`src/rtl/matmul_exec_unit.sv`:
```
// ============================================================================
// Module   : matmul_exec_unit
// Brief    : Sparse/dense multiply-accumulate execution unit with an
//            issue/result handshake (IDLE -> [EXEC] -> RESP).
// Revision : 1.0 - initial release
// ============================================================================
`default_nettype none

module matmul_exec_unit #(
    parameter int XLEN  = 32,
    parameter int DEPTH = 8,
    parameter int IDW   = 4
) (
    input  logic            clk_i,
    input  logic            rst_ni,
    input  logic            issue_valid_i,
    output logic            issue_ready_o,
    input  logic [3:0]      opcode_i,
    input  logic [XLEN-1:0] rs1_i,
    input  logic [XLEN-1:0] rs2_i,
    input  logic [IDW-1:0]  id_i,
    output logic            result_valid_o,
    input  logic            result_ready_i,
    output logic [XLEN-1:0] result_data_o,
    output logic [IDW-1:0]  result_id_o,
    output logic            result_we_o,
    output logic            result_err_o,
    output logic [7:0]      sparse_cnt_o
);

    localparam int         IW              = $clog2(DEPTH);
    localparam logic [3:0] OP_LOAD_DENSE   = 4'd1;
    localparam logic [3:0] OP_LOAD_SPARSE  = 4'd2;
    localparam logic [3:0] OP_RESET_ACC    = 4'd3;
    localparam logic [3:0] OP_STORE_ACC    = 4'd4;

    typedef enum logic [1:0] {
        IDLE = 2'd0,
        EXEC = 2'd1,
        RESP = 2'd2
    } state_t;

    state_t          r_state;
    logic [3:0]      r_op;
    logic [XLEN-1:0] r_rs1;
    logic [IW-1:0]   r_idx;
    logic [XLEN-1:0] r_acc;
    logic [7:0]      r_cnt;
    logic [XLEN-1:0] r_dense [DEPTH];
    logic [XLEN-1:0] r_res_data;
    logic [IDW-1:0]  r_res_id;
    logic            r_res_we;
    logic            r_res_err;

    logic [XLEN-1:0] w_prod;
    logic            w_unused_rs2;

    // Only the low XLEN bits of the product matter: accumulation is modulo 2^XLEN.
    assign w_prod       = r_rs1 * r_dense[r_idx];
    assign w_unused_rs2 = ^rs2_i[XLEN-1:IW];

    always_ff @(posedge clk_i or negedge rst_ni) begin
        if (!rst_ni) begin
            r_state    <= IDLE;
            r_op       <= '0;
            r_rs1      <= '0;
            r_idx      <= '0;
            r_acc      <= '0;
            r_cnt      <= '0;
            r_res_data <= '0;
            r_res_id   <= '0;
            r_res_we   <= 1'b0;
            r_res_err  <= 1'b0;
            for (int i = 0; i < DEPTH; i++) begin
                r_dense[i] <= '0;
            end
        end else begin
            case (r_state)
                IDLE: begin
                    if (issue_valid_i) begin
                        r_op       <= opcode_i;
                        r_rs1      <= rs1_i;
                        r_idx      <= rs2_i[IW-1:0];
                        r_res_id   <= id_i;
                        r_res_data <= '0;
                        r_res_we   <= 1'b0;
                        r_res_err  <= 1'b0;
                        r_state    <= RESP;
                        case (opcode_i)
                            OP_LOAD_DENSE:  r_dense[rs2_i[IW-1:0]] <= rs1_i;
                            OP_LOAD_SPARSE: r_state <= EXEC;
                            OP_RESET_ACC: begin
                                r_acc <= '0;
                                r_cnt <= '0;
                            end
                            OP_STORE_ACC: begin
                                r_res_data <= r_acc;
                                r_res_we   <= 1'b1;
                            end
                            default:        r_res_err <= 1'b1;
                        endcase
                    end
                end
                EXEC: begin
                    if (r_op == OP_LOAD_SPARSE) begin
                        r_acc <= r_acc + w_prod;
                        if (r_cnt != 8'hFF) begin
                            r_cnt <= r_cnt + 8'd1;
                        end
                    end
                    r_state <= RESP;
                end
                RESP: begin
                    if (result_ready_i) begin
                        r_state <= IDLE;
                    end
                end
                default: r_state <= IDLE;
            endcase
        end
    end

    assign issue_ready_o  = (r_state == IDLE);
    assign result_valid_o = (r_state == RESP);
    assign result_data_o  = r_res_data;
    assign result_id_o    = r_res_id;
    assign result_we_o    = r_res_we;
    assign result_err_o   = r_res_err;
    assign sparse_cnt_o   = r_cnt;

endmodule

`default_nettype wire
```
`config.mk`:
```
export PLATFORM = sky130hd
export DESIGN_NAME = matmul_exec_unit
export DESIGN_NICKNAME = d
export VERILOG_FILES = /design/src/rtl/matmul_exec_unit.sv
export SDC_FILE = /design/constraint.sdc
export NUM_CORES = 2
export LEC_CHECK = 0
export ABC_AREA = 1
export CORE_ASPECT_RATIO = 0.9
export CORE_MARGIN = 2
export CORE_UTILIZATION = 40
export DETAILED_ROUTE_END_ITERATION = 12
export GPL_TIMING_DRIVEN = 1
export PLACE_DENSITY = 0.55
export SYNTH_ARGS = -nofsm -noshare
export SYNTH_HDL_FRONTEND = slang
export SYNTH_SLANG_ARGS = --single-unit
export TNS_END_PERCENT = 5
```
`constraint.sdc`:
```
create_clock -name clk_i -period 15.35 [get_ports clk_i]
set_input_delay 2.3025 -clock clk_i [delete_from_list [all_inputs] [get_ports clk_i]]
set_output_delay 2.3025 -clock clk_i [all_outputs]
set_load 0.01 [all_outputs]
```
; Word level (Yosys, flattened, before mapping)
; Index checks and enable logic that the tools add are counted.
[classes]
add_sub_neg = 2
mul = 1
order_cmp = 3
eq_ne = 13
n_mux = 22
n_bitwise = 2
reduce_logical = 9
[op_table]
columns = cell, count
row1 = $bwmux W256, 1
row2 = $mux W32, 7
row3 = $bmux W32 S3, 1
row4 = $demux W32 S3, 1
row5 = $pmux W32 S2, 1
row6 = $add A32 B32 Y32, 1
row7 = $mul A32 B32 Y32, 1
row8 = $mux W8, 4
row9 = $pmux W8 S2, 1
row10 = $eq A4 B2 Y1 const B, 3
row11 = $add A8 B1 Y8 const B, 1
row12 = $ge A4 B4 Y1 const B, 2
row13 = $ne A8 B8 Y1 const B, 1
row14 = $not A3 Y4, 2
row15 = $mux W2, 3
row16 = $ne A2 B2 Y1 const B, 3
row17 = $pmux W2 S3, 1
row18 = $reduce_and A5 Y1, 1
row19 = $eq A4 B1 Y1 const B, 1
row20 = $eq A4 B3 Y1 const B, 1
row21 = $lt A4 B1 Y1 const B, 1
row22 = $ne A2 B1 Y1 const B, 2
row23 = $reduce_and A2 Y1, 2
row24 = $reduce_and A4 Y1, 1
row25 = 8 further kinds, 9
[totals]
ff_bits = 375
inputBits = 76
out_inout_bits = 48
word_cells = 70

; Depth between registers and ports, before layout
[depth]
word_depth = 8
mapped_depth = 42
ltp_nobuf = 39

; Least setup slack after synthesis
; No wires, ideal clock.
[synth_path]
path_type = reg-to-reg
start = register r_idx[0]
end = register r_acc[31]
setup_time_ns = 0.117
arrival_ns = 7.143
required_ns = 15.233
setup_slack_ns = 8.089
path_stages_with_launch = 40
synth_period_minus_slack_ns = 7.261
path_cell_list = dfrtp_1 buf_6 inv_4 buf_6 buf_6 nor2_1 o211ai_1 nand2_1 clkbuf_1 inv_1 clkbuf_1 nand2_1 fa_1 inv_1 fa_1 fa_1 inv_1 fa_1 [4 not listed] inv_1 fa_1 inv_1 fa_1 inv_1 ha_1 a21oi_1 o21a_1 nand2_1 a21o_1 nand2_1 nand2_1 nand2_1 nand2_1 inv_1 nand2_1 nand3_1 nand2_1
[synth_between]
elab_chain_len = 8
[synth_lines]
columns = item, line
row1 = start: declaration, 46  ; logic [IW-1:0] r_idx;
row2 = start signal: assignment, 83  ; r_idx <= rs2_i[IW-1:0];
row3 = $not A3 Y4 (not written as such), 59  ; assign w_prod = r_rs1 * r_dense[r_idx];
row4 = $bmux W32 S3, 59
row5 = $mux W32 (not written as such) (2 in series), 59
row6 = $mul A32 B32 Y32, 59
row7 = $add A32 B32 Y32, 106  ; r_acc <= r_acc + w_prod;
row8 = $mux W32, 105  ; if (r_op == OP_LOAD_SPARSE) begin
row9 = $pmux W32 S2, 78  ; case (r_state)
row10 = end signal: assignment, 106
row11 = end: declaration, 47  ; logic [XLEN-1:0] r_acc;
; Every way passes these cells. The select of a mux whose other input is x is not followed.
; A chain may end at the register's enable or synchronous reset.

; Final worst setup path
; Ends and elaborated chain as after synthesis.

==> run metrics <==
outcome completed; Worst Tran Pin Value 1.20 ns; Routed Antenna Nets 0; CP Launch Type flop; min Tclk post-route 10.34 ns; Routed Wire Length 99,300 um; Root Driver clkbuf_16; wire per inst 19.6 um; H-tree Lvls 2; # IOs 124; Final Cycle Share 0.674; synthesized net count 4,624; endpoint type of the worst setup path flop; Overall Global Routing Usage 0.242; slew margin rel. 0.195; port buffer count 94; r2r setup slk 5.01 ns; first-pass GRT wire length 156,000 um; total CTS buffers 44; area delta synth->final 10.1%; sequential area share after synthesis 0.288; drt drc 0; die area 83,800 um2; post-layout util 0.444; CTS Hold Buffers Added 0; core footprint 80,900 um2; vias per cell 5.08; Yosys top cell area share 0.288; Synth area leader dfrtp_1; final hold vios 0; TritonCTS clock tree yes; type of the worst setup path flop to flop; RSZ-0062 raised after global routing no; layout net count 4,618; vias in the first global route 25,700; Initial Util 0.403; drt initial violations 2,206; final setup vio count 0; setup TNS 0 ns; most used cell, CP nand2_1; post-synth cell types 47; GRT overflow 0; Post-CTS Setup Repair Bufs 0; Max Cap Viol 0; Slew Viols, Final 0; Mean Syn Cell Area 8.18 um2; diode count 0; count of flip-flops with a built-in enable after synthesis 0; #FFs+latches synth 375; CP max stage cell clkinv_1; clock sinks 375; share of layout cells above drive strength 1 0.0384; Initial DRT Pass Iterations 5; Async SR Flop Fraction 1.00; Worst Path Max Fanout 67; DR vias 25,800; Crit path arrival time 10.81 ns; antenna violations before repair 4; dominant cells by area after synthesis dfrtp_1, fa_1, nand2_1, inv_1, nor2_1; Post-Syn Area 32,600 um2; CTS max path bufs 3; pre-CTS setup slack 5.08 ns; worst hold path type flop to flop; Required @ worst endpoint 15.81 ns; f_max 96.7 MHz; Die X 305 um; setup ws final 5.01 ns; skew final 0.0258 ns; Die Height 275 um; CTS-repair resized insts 0; Worst-Skew Late Latency 0.61 ns; ys flop type dfrtp_1; Site Rows 99; Reg clk slew, reported paths 0.06 ns; Placer Congestion 0.932; largest net degree at the start of global routing 165; Synth Instances 3,985; largest stage delay on the critical path 0.86 ns; yosys warns 0; detailed-placement wirelength estimate 70,400 um
## cell type report
class | count | area (um2)
Inverter | 711 | 2670
Fill cell | 8191 | 45000
Clock buffer | 64 | 1290
Clock inverter | 17 | 236
Multi-Input combinational cell | 2712 | 19700
Timing Repair Buffer | 135 | 1270
Sequential cell | 375 | 9390
Tap cell | 1060 | 1330
## cell usage after synthesis (7+ instances only)
master,instances
buf_2,23
clkbuf_1,133
nand2_2,8
o211ai_1,20
xor2_1,12
ha_1,125
nor2_1,523
nand4_1,24
a21oi_1,44
nand2_1,869
o22ai_1,15
nand3_1,126
fa_1,438
buf_6,14
o21ai_0,386
xnor2_1,9
clkinv_1,14
inv_2,7
buf_1,8
buf_4,7
inv_1,689
o21ai_1,62
dfrtp_1,375
## critical path: cells and delay by family, from the launching register on
kind	cells	cell delay (ns)
adders and majority gates	9	3.88
and+or+nand+nor	19	2.69
buffers and inverters	8	2.40
DFF	1	0.64
AOI/OAI and AO/OA	2	0.50
## kinds of logic (layout without fill, tap and decap cells)
family | count (synthesis) | after routing | share of synthesized area
AOI/OAI and AO/OA | 553 | 553 | 0.0896
xor gates and xnor gates | 21 | 21 | 0.00564
adders and majority gates | 563 | 563 | 0.317
buffers and inverters | 898 | 927 | 0.109
DFF | 375 | 375 | 0.288
and+or+nand+nor | 1575 | 1575 | 0.191
## final timing paths
kind,endpoint,cells after the start,startpoint
max,r_acc[31],38,r_idx[0]
min,r_dense[89],2,r_dense[89]
max reg2reg,r_acc[31],38,r_idx[0]
min reg2reg,r_dense[89],2,r_dense[89]
max in group asynchronous,r_dense[249],4,rst_ni
min in group asynchronous,sparse_cnt_o[6],1,rst_ni
## per-stage QoR
stage | hold WS (ns) | area [um2] | std cells
after floorplan | 0.448 | 32600 | 3985
after global placement | 0.461 | 34400 | 4993
after detailed placement | 0.466 | 34400 | 4993
after CTS | 0.482 | 35900 | 5074
after global routing | 0.498 | 35900 | 5074
final | 0.475 | 35900 | 5074
## registers in the layout (all words and copies together) (netlist names)
register / flops
result_we_o: 1
result_data_o: 32
result_id_o: 4
r_rs1: 32
r_idx: 3
r_dense: 256
r_op: 4
r_acc: 32
result_err_o: 1
sparse_cnt_o: 8
r_state: 2
## cells in the final DEF (no fill, tap or decap), types with 3 or more instances in the layout
master / synthesis / layout
clkdlybuf4s50_1: 0 / 93
nand4_1: 24 / 24
o21ai_0: 386 / 386
a21oi_1: 44 / 44
nor2_1: 523 / 523
o21ai_1: 62 / 62
ha_1: 125 / 125
nand3_2: 6 / 14
nand2_2: 8 / 8
a21o_1: 3 / 3
o22ai_1: 15 / 15
buf_4: 7 / 40
nand2_1: 869 / 868
o211ai_1: 20 / 20
bufinv_16: 0 / 3
clkinvlp_4: 0 / 3
inv_2: 7 / 7
clkbuf_16: 0 / 44
o41ai_1: 3 / 3
nor3_1: 5 / 5
inv_1: 689 / 689
clkinv_2: 0 / 6
clkbuf_8: 0 / 11
xor2_1: 12 / 12
nand3_1: 126 / 118
o221ai_1: 5 / 5
clkbuf_1: 133 / 9
nor4_1: 4 / 4
xnor2_1: 9 / 9
nand3b_1: 5 / 5
dfrtp_1: 375 / 373
fa_1: 438 / 438
clkinv_1: 14 / 14
## routing by layer
layer  track usage  routed length (um)  vias up
met1         0.342               45400    12800
met3        0.0418                6580      125
met5             0                  23        -
met4        0.0597                2560        4
li1              -                   -    12100
met2         0.389               44700      780
Power is left out: the tool's default activity adds up to more than one toggle a clock period on the data nets, which glitch-free logic cannot reach.
